### src/rtl/cla_nibble_sequencer.sv
// Multi-cycle wide adder driving one external 4-bit carry-lookahead slice.
// Define CLA_SEQ_OVERFLOW_EN to add the two's-complement overflow output V.
module cla_nibble_sequencer #(
  parameter int NIBBLES = 4
) (
  input  logic                   clk,
  input  logic                   rst,
  input  logic                   start,
  input  logic [4*NIBBLES-1:0]   A,
  input  logic [4*NIBBLES-1:0]   B,
  input  logic                   Cin,
  output logic                   busy,
  output logic                   done,
  output logic [4*NIBBLES-1:0]   Sum,
  output logic                   Cout,
  output logic [3:0]             slice_A,
  output logic [3:0]             slice_B,
  output logic                   slice_Cin,
  input  logic [3:0]             slice_Sum,
  input  logic                   slice_Cout
`ifdef CLA_SEQ_OVERFLOW_EN
  ,
  output logic                   V
`endif
);

  localparam int W  = 4 * NIBBLES;
  localparam int IW = (NIBBLES > 1) ? $clog2(NIBBLES) : 1;

  typedef enum logic [1:0] {
    IDLE,
    RUN,
    DONE
  } state_t;

  state_t          state_q;
  state_t          state_d;
  logic            accept;
  logic            last;
  logic [IW-1:0]   idx_q;
  logic            carry_q;
  logic [W-1:0]    a_q;
  logic [W-1:0]    b_q;

  assign last = (idx_q == IW'(NIBBLES - 1));
  assign busy = (state_q == RUN);
  assign done = (state_q == DONE);

  always_comb begin
    state_d = state_q;
    accept  = 1'b0;
    unique case (state_q)
      IDLE: begin
        if (start) begin
          state_d = RUN;
          accept  = 1'b1;
        end
      end
      RUN: begin
        if (last) state_d = DONE;
      end
      DONE: begin
        if (start) begin
          state_d = RUN;
          accept  = 1'b1;
        end else begin
          state_d = IDLE;
        end
      end
      default: state_d = IDLE;
    endcase
  end

  // Slice inputs are forced low outside RUN so the adder sees a quiet bus.
  always_comb begin
    slice_A   = 4'h0;
    slice_B   = 4'h0;
    slice_Cin = 1'b0;
    if (state_q == RUN) begin
      slice_A   = a_q[idx_q*4 +: 4];
      slice_B   = b_q[idx_q*4 +: 4];
      slice_Cin = carry_q;
    end
  end

  always_ff @(posedge clk or posedge rst) begin
    if (rst) state_q <= IDLE;
    else     state_q <= state_d;
  end

  always_ff @(posedge clk or posedge rst) begin
    if (rst) begin
      idx_q   <= '0;
      carry_q <= 1'b0;
      a_q     <= '0;
      b_q     <= '0;
      Sum     <= '0;
      Cout    <= 1'b0;
`ifdef CLA_SEQ_OVERFLOW_EN
      V       <= 1'b0;
`endif
    end else if (accept) begin
      a_q     <= A;
      b_q     <= B;
      carry_q <= Cin;
      idx_q   <= '0;
    end else if (state_q == RUN) begin
      Sum[idx_q*4 +: 4] <= slice_Sum;
      carry_q           <= slice_Cout;
      if (last) begin
        Cout <= slice_Cout;
`ifdef CLA_SEQ_OVERFLOW_EN
        V    <= (a_q[W-1] == b_q[W-1]) && (slice_Sum[3] != a_q[W-1]);
`endif
      end else begin
        idx_q <= idx_q + 1'b1;
      end
    end
  end

endmodule

### config.mk
export PLATFORM = sky130hd
export DESIGN_NAME = cla_nibble_sequencer
export DESIGN_NICKNAME = d
export VERILOG_FILES = /design/src/rtl/cla_nibble_sequencer.sv
export SDC_FILE = /design/constraint.sdc
export NUM_CORES = 1
export LEC_CHECK = 0
export ABC_CLOCK_PERIOD_IN_PS = 2400
export BUFFER_PORTS_ARGS = -buffer_cell sky130_fd_sc_hd__buf_2
export CORE_UTILIZATION = 51
export DETAILED_ROUTE_END_ITERATION = 12
export PLACE_DENSITY_LB_ADDON = 0.08
export REMOVE_ABC_BUFFERS = 1
export SYNTH_ARGS = -nofsm -noshare
export SYNTH_HDL_FRONTEND = slang
export SYNTH_SLANG_ARGS = --single-unit
### constraint.sdc
create_clock -name clk -period 2.4 [get_ports clk]
set_input_delay 0.24 -clock clk [delete_from_list [all_inputs] [get_ports clk]]
set_output_delay 0.24 -clock clk [all_outputs]
set_load 0.01 [all_outputs]
==> metrics, run 1 <==
status finished, violations left; failing checks DRC; Die W a little over 70 µm; Global Route met2 Usage just under 30%; CTS root buffer clkbuf_8; number of flops mapped to enable cells by yosys 0; Synth-to-Final Area Change 21.54%; fraction of layout cells with a size suffix above 1 approximately 46%; Placement Cell Area approximately 2800 µm²; static leakage ~1.5 nW; Max VDD drop around 0.65 mV; met1 usage between 20 and 30%; Max Fclk around 460 MHz; most common library cell in the layout ignoring fill and taps buf_2; syn_area_per_cell 13.36 µm²; via count about 1600; pin count of the biggest net entering global routing 30; I/O Pins between 60 and 70; WL/cell between 10 and 15 µm; global-route wire length before repair between 7 and 8 mm; most frequent cells in the layout buf_2, dfrtp_1, mux2_2; Worst Setup End Kind output pin; Port Buffers 68; Worst Skew around 0.0047 ns; vias per inst 5.389; final worst path period share about nine tenths; gpl congestion ~0.73; Clk Latency, worst-skew pair approximately 0.31 ns; DRT Pass-1 Iters 8; Initial Util a little over half; ys flop type dfrtp_1; total detailed-routing wirelength about 4.5 mm; Crit Path Category register to output pin; Final Cell Area 2923 µm²; CTS sink count 54; layer with the highest usage met2; Slew headroom 71.40%; RSZ-0062 raised after global routing no; ANT nets after route 0; DR iter-0 viols between 60 and 70; Die Y 70.67 µm; dpl cells between 200 and 300; crit path DAT roughly 1.9 ns; Slew Limit Fails 0; cell taking the most area after synthesis dfrtp_1; max_cap viols 0; synth warn 0; post-layout minimum cycle time roughly 2.2 ns; Unique masters post-synth 27; DP Worst Slack about 0.56 ns; die area roughly 5000 µm²; Final setup violation count 0; Fin Setup TNS 0 ns; ant diodes 0; Synth top area share between 50% and 60%; Least-Margin Pin Slew approximately 0.43 ns; CTS buffer count 5; final non-filler cell total slightly above 300; Seq/Total Area, Yosys a little under three fifths; Post-synth ARST share between 90% and 100%; initial antenna violation count 0; Pwr per Cell Area ~1300 nW/µm²; met3 usage under 10%; DPL Wire Length 3.245 mm; WP data required approximately 2.2 ns; vias in the first global route between 1500 and 2000; GR Util All Layers 19.37%; Syn Inst Count 180; GRT overflow 0; NumNets Final 299; Seq cells post-synth 54; crit path launch type register; Remaining DRCs 11; synth top area cells dfrtp_1, mux2_2, mux2i_1; Hold Crit Class input pin to register; Max Root-Sink Buffers 2; core area around 4400 µm²; Final Hold Violating Endpoints 0; Reg clk slew, reported paths 0.09 ns; Site Rows 24; htree depth 2; Critical Path Fanout Max 13; setup bufs post-CTS 0; CTS tree yes; Mapped Area roughly 2400 µm²; Setup WS post-layout around 0.24 ns
[cells in the mapped netlist (all sizes together), types with 3 or more instances]
master / count
mux2: 34
ha: 5
o22ai: 8
a22o: 8
dfrtp: 54
inv: 5
nor2: 3
mux2i: 16
o2bb2ai: 4
nand3: 4
o21ai: 4
buf: 7
nand2: 15
[repair_timing]
action | CTS | global route
hold buffers | 1 | 0
gates resized for setup | 0 | 0
hold endpoints to repair | 18 | 0
[through the flow]
step                      hold WS, ns  power (W)  utilization, %
after CTS                      0.1462   0.003982           65.77
final                          0.1566   0.003929           65.77
after detailed placement       0.2656   0.003385           63.15
after global routing           0.1461   0.004223           65.77
after global placement         0.2510   0.003339           63.15
after floorplan                0.3725   0.002795               -
[critical path, stage by stage, from the launching register on]
cell and delay (ns):
dfrtp_1 0.42, and2b_1 0.43, nand2_1 0.33, o22ai_1 0.26, buf_2 0.16
[final cells by class]
class	instances	area (µm²)
clock buffers	7	76.32
clock inverters	1	30.03
fillers	357	1521
inverters	5	18.77
multi-input cells	114	988.4
flip-flops and latches	54	1351
well taps	52	65.06
repair buffers	73	392.9
[logic make-up after synthesis]
family / after synthesis / share of synthesized area [%]
adders and majority gates: 5 / 2.601
muxes: 50 / 22.58
DFF: 54 / 56.19
AOI/OAI and AO/OA: 26 / 8.013
buffers and inverters: 12 / 3.018
and+or+nand+nor: 33 / 7.596
[layer usage]
layer,share of wire (%),vias up,wire length [µm]
met5,0,-,0
met4,1.6,0,71
met3,5.3,6,240
met2,44,47,1996
met1,49,794,2181
li1,-,802,-
[power by group]
group,internal [W],total (W),leakage [nW],switching (W)
sequential,0.00135,0.00159,0.669,0.000234
combinational,0.000882,0.00175,0.730,0.000867
clock,0.000312,0.000595,0.0524,0.000283
total,0.00255,0.00393,1.45,0.00138
[worst paths after layout]
path                                        startpoint                  end  slack [ns]  cells after the start
max in group asynchronous                          rst   Sum[0]$_DFFE_PP0P_        1.33                      4
min in group asynchronous                          rst  a_q[12]$_DFFE_PP0P_        0.46                      3
worst max-delay path            state_q[1]$_DFFE_PP0P_           slice_A[3]        0.24                      4
worst min-delay path                              A[0]   a_q[0]$_DFFE_PP0P_        0.16                      2
worst max register to register    idx_q[1]$_DFFE_PP0P_   Sum[5]$_DFFE_PP0P_        0.63                      5
worst min register to register     Sum[15]$_DFFE_PP0P_  Sum[15]$_DFFE_PP0P_        0.48                      2
[flip-flops by register name, summed over array words and instances, names as in the netlist]
| signal | count |
|---|---|
| idx_q | 2 |
| a_q | 16 |
| state_q | 2 |
| Sum | 16 |
| b_q | 16 |
| Cout | 1 |
| carry_q | 1 |
(Power assumes the default switching activity.)
==> run 2: changes to the inputs <==
CELL_PAD_IN_SITES_DETAIL_PLACEMENT = 1   (was not set)
CELL_PAD_IN_SITES_GLOBAL_PLACEMENT = 1   (was not set)
CORE_UTILIZATION = 41   (was 51)
==> run 2 against run 1 <==
- the flow now finishes without violations
- register-to-register slack gained 0.03 ns
- utilization fell by 13 points
- critical path depth stayed put
- cell count grew 6.5%
- clock power shrank 8.9%
- sequential cell count stayed put
- via count up 2.4%
- fmax shrank 3.4%
- combinational power about the same
- routed wire length up 16%
- total power down 0.32%
- critical path type unchanged
- largest power group unchanged
==> metrics, run 2 (synthesis gave the netlist of run 1 again) <==
status completed; reg2reg end Sum[4]$_DFFE_PP0P_; vias in the first global route approximately 1800; Post-CTS Resized 0; global-route wire length before repair 8.797 mm; RSZ-0062 raised after global routing no; WP data required 2.16 ns; Worst Setup End Kind output pin; Initial Util between 40 and 50%; setup bufs post-CTS 0; GR Util All Layers a little under a fifth; static leakage between 1 and 1.5 nW; Max Root-Sink Buffers 2; crit path launch type register; Seq pwr share between 40% and 50%; CTS tree yes; Internal Power 0.002474 W; biggest regs Sum (16), a_q (16), b_q (16); Setup WS post-layout approximately 0.17 ns; DP Worst Slack approximately 0.5 ns; Final Hold Violating Endpoints 0; Worst R2R Path Depth 5; Fin Setup TNS 0 ns; Remaining DRCs 0; Slew headroom between 70% and 80%; worst reg-to-reg setup slack roughly 0.66 ns; NumNets Final approximately 300; Psw 0.001443 W; hold wc startpoint A[3]; vias per inst about 5.2; initial antenna violation count 0; core area between 5000 and 6000 µm²; power share of the combinational group between 40% and 50%; Clk Latency, worst-skew pair approximately 0.31 ns; I/O Pins 69; Sw Share approximately 37%; most frequent cells in the layout buf_2, dfrtp_1, mux2_2; Least-Margin Pin Slew approximately 0.42 ns; dpl cells ~320; Reg-to-Reg Start idx_q[1]$_DFFE_PP0P_; most common library cell in the layout ignoring fill and taps buf_2; Hold Crit Class input pin to register; CTS sink count 54; Synth-to-Final Area Change 22.11%; clock share of power between 10% and 20%; Slew Limit Fails 0; die area around 6000 µm²; gpl congestion 0.7326; htree depth 2; Die Y a little under 80 µm; Max VDD drop around 0.52 mV; Worst Skew around 0.0098 ns; crit path DAT 1.99 ns; Critical Path Fanout Max 13; total detailed-routing wirelength around 5.2 mm; Final Cell Area between 2000 and 3000 µm²; max_cap viols 0; final worst path period share between 90 and 100%; max incr delay on CP 0.48 ns; Die W ~79 µm; CTS buffer count 5; ANT nets after route 0; Util after Layout a little over half; DPL Wire Length about 3.7 mm; Crit. path cell count 4; Port Buffers 68; Pwr per Cell Area roughly 1300 nW/µm²; GRT overflow 0; Worst Path Buf+Inv 1; post-layout minimum cycle time roughly 2.2 ns; pin count of the biggest net entering global routing 33; cts hold-fix bufs 1; DRT Pass-1 Iters 4; Final setup violation count 0; Max Fclk about 450 MHz; Site Rows 27; fraction of layout cells with a size suffix above 1 46.06%; Top delay family on crit path simple AND/OR/NAND/NOR gates; DR iter-0 viols 60; worst hold stages 2; final non-filler cell total roughly 330; Crit Path Category register to output pin; CTS root buffer clkbuf_8; Placement Cell Area ~2800 µm²; via count 1689; Max stage delay cell, worst path and2b_1; critical path launch point state_q[1]$_DFFE_PP0P_; WL/cell ~16 µm; crit path cell chain and2b_1, nand2_1, o22ai_1, buf_2; Hold Path Sink a_q[3]$_DFFE_PP0P_; Reg clk slew, reported paths 0.10 ns; ant diodes 0
[run 2: cell count changes in the layout (fill, tap and decap cells not counted), sizes merged]
cell    delta
inv        +1
bufinv     -1
[run 2: metal layers]
layer	GRT usage (%)	up-vias	routed length, µm
met5	0	-	0
met4	5.000	0	60
met3	4.419	6	273
met2	30.70	43	2540
met1	24.12	847	2335
li1	-	793	-
[run 2: power groups by stage]
| stage | Clock, W | Combinational (W) | Sequential [W] |
|---|---|---|---|
| 2_1_floorplan | 0 | 0.00112 | 0.00167 |
| 3_3_place_gp | 0 | 0.00177 | 0.00160 |
| 3_5_place_dp | 0 | 0.00181 | 0.00162 |
| 4_1_cts | 0.000559 | 0.00181 | 0.00160 |
| 5_1_grt | 0.000589 | 0.00198 | 0.00165 |
| 6_report | 0.000542 | 0.00178 | 0.00159 |
[run 2: worst max path at each step]
stage                     slack (ns)                    to
after floorplan                -0.18  idx_q[0]$_DFFE_PP0P_
after global placement          0.57            slice_B[1]
after detailed placement        0.51            slice_A[0]
after CTS                       0.17            slice_A[0]
after global routing            0.02            slice_B[0]
final                           0.17            slice_B[1]
[run 2: metrics by stage]
stage	power (W)	hold WS (ns)
floorplan	0.002795	0.3725
global placement	0.003368	0.3057
detailed placement	0.003426	0.2969
CTS	0.003972	0.1438
global route	0.004221	0.1435
finish	0.003917	0.1495
[run 2: layout make-up]
| type | count | area (µm²) |
|---|---|---|
| Fill cell | 621 | 2638 |
| Sequential cell | 54 | 1351 |
| Multi-Input combinational cell | 114 | 988.4 |
| Timing Repair Buffer | 73 | 392.9 |
| Tap cell | 72 | 90.09 |
| Clock buffer | 7 | 86.33 |
| Inverter | 5 | 18.77 |
| Clock inverter | 1 | 8.758 |
==> run 3: changes to the inputs <==
--- a/config.mk
+++ b/config.mk
@@ -12,2 +12,3 @@
 export CORE_UTILIZATION = 41
+export CTS_CLUSTER_DIAMETER = 40
 export DETAILED_ROUTE_END_ITERATION = 12
==> constraint.sdc (replaced) <==
create_clock -name clk -period 2.4 [get_ports clk]
set_input_delay 0.36 -clock clk [delete_from_list [all_inputs] [get_ports clk]]
set_output_delay 0.36 -clock clk [all_outputs]
set_load 0.01 [all_outputs]
==> run 3 against run 2 <==
- via count grew 0.36%
- sequential share of layout area rose by 0.16 points
- combinational power barely moved
- clock skew fell by 0.0042 ns
- routed wire length rose by 4.0%
- non-clock buffer count is 1 lower
- utilization fell by 0.18 points
- global-route usage grew 0.63 points
- worst setup slack better by 0.054 ns
- critical path type unchanged
- largest cell class unchanged
- highest routed layer unchanged
==> metrics, run 3 (synthesis gave the netlist of run 1 again) <==
status completed; reg2reg end Sum[4]$_DFFE_PP0P_; Worst Setup End Kind output pin; Max VDD drop approximately 0.54 mV; Synth-to-Final Area Change 21.70%; Fin Setup TNS 0 ns; RSZ-0062 raised after global routing no; Placement Cell Area 2831 µm²; most common library cell in the layout ignoring fill and taps buf_2; Port Buffers 68; biggest regs Sum (16), a_q (16), b_q (16); Critical Path Fanout Max 13; DR iter-0 viols 57; vias per inst 5.215; Final Cell Area 2927 µm²; Fill cells approximately 630; Die Y slightly below 80 µm; static leakage 1.443 nW; core area between 5000 and 6000 µm²; Crit Path Category register to output pin; Site Rows 27; gpl congestion 0.7427; CTS tree yes; crit path launch type register; Clk Latency, worst-skew pair around 0.3 ns; Max Fclk about 460 MHz; Least-Margin Pin Slew around 0.60 ns; GRT overflow 0; pin count of the biggest net entering global routing 29; I/O Pins 69; Worst Skew approximately 0.0055 ns; Remaining DRCs 0; setup bufs post-CTS 0; crit path DAT 1.82 ns; DP Worst Slack between 0.3 and 0.4 ns; via count 1695; NumNets Final ~300; Seq pwr share about two fifths; critical path launch point state_q[1]$_DFFE_PP0P_; Final Hold Violating Endpoints 0; fraction of layout cells with a size suffix above 1 between 40 and 50%; Pwr per Cell Area ~1300 nW/µm²; Internal Power 0.002472 W; ANT nets after route 0; Setup WS post-layout approximately 0.22 ns; Reg clk slew, reported paths ~0.090 ns; htree depth 2; total detailed-routing wirelength 5.418 mm; worst reg-to-reg setup slack around 0.45 ns; most frequent cells in the layout buf_2, dfrtp_1, mux2_2; CTS buffer count 5; max_cap viols 0; dpl cells ~320; global-route wire length before repair a little under 9 mm; Reg-to-Reg Start idx_q[1]$_DFFE_PP0P_; GR Util All Layers around a fifth; final worst path period share 90.69%; CTS sink count 54; ant diodes 0; Worst R2R Path Depth 5; final non-filler cell total around 330; DRT Pass-1 Iters 4; post-layout minimum cycle time about 2.2 ns; Max Root-Sink Buffers 2; die area 6176 µm²; DPL Wire Length slightly below 4 mm; power share of the combinational group between 40% and 50%; Final setup violation count 0; Psw 0.001452 W; Sw Share a little under two fifths; Post-CTS Resized 0; Slew headroom around three fifths; vias in the first global route ~1800; Die W 78.59 µm; Hold Crit Class input pin to async pin; Initial Util 43.14%; CTS root buffer clkbuf_8; WP data required around 2.0 ns; cts hold-fix bufs 0; WL/cell roughly 17 µm; clock share of power a little over an eighth; initial antenna violation count 0; Slew Limit Fails 0
## run 3: cell count changes in the layout (fill, tap and decap cells not counted)
| cell | previous run | this run |
|---|---|---|
| and2b_1 | 1 | 0 |
| and2b_2 | 0 | 1 |
| clkinv_2 | 0 | 1 |
| dlygate4sd3_1 | 1 | 0 |
| inv_6 | 1 | 0 |
| nand2_1 | 15 | 14 |
| nand2_2 | 0 | 1 |
## run 3: stage by stage
step | util [%] | hold WS, ns | total power [W]
after global placement | 50.80 | 0.4590 | 0.003375
after floorplan | - | 0.4801 | 0.002795
after detailed placement | 50.80 | 0.4741 | 0.003445
after CTS | 52.44 | 0.1234 | 0.003977
after global routing | 52.50 | 0.1569 | 0.004227
final | 52.50 | 0.1112 | 0.003924
## run 3: area by class of cell
cell class,instances,area (µm²),area share (%)
Sequential cell,54,1351,46.17
Multi-Input combinational cell,114,992.2,33.90
Timing Repair Buffer,72,382.9,13.08
Tap cell,72,90.09,3.078
Clock buffer,7,86.33,2.950
Inverter,5,18.77,0.6413
Clock inverter,1,5.005,0.1710
## run 3: worst max-delay path, stage by stage, from the launching register on
cell and delay, ns:
dfrtp_1 0.43, and2b_2 0.38, nand2_1 0.30, o22ai_1 0.24
buf_2 0.17
## run 3: per-layer routing
layer  vias to the layer above  global-route usage, %  routed length [µm]
met3                         7                  4.651                 272
li1                        794                      -                   -
met2                        49                  33.30                2688
met5                         -                      0                   0
met4                         0                  6.111                  68
met1                       845                  23.16                2389
## run 3: worst max-delay path by stage
stage / end / slack [ns]
2_1_floorplan: idx_q[0]$_DFFE_PP0P_ / -0.18
3_3_place_gp: slice_B[1] / 0.44
3_5_place_dp: slice_A[1] / 0.37
4_1_cts: slice_A[1] / 0.002
5_1_grt: slice_A[1] / 0.12
6_report: slice_A[1] / 0.22
## run 3: power groups by stage
stage	Combinational, W	Clock [W]	Sequential (W)
CTS	0.00182	0.000547	0.00161
global route	0.00199	0.000571	0.00167
global placement	0.00177	0	0.00160
detailed placement	0.00181	0	0.00163
finish	0.00179	0.000522	0.00161
floorplan	0.00112	0	0.00167
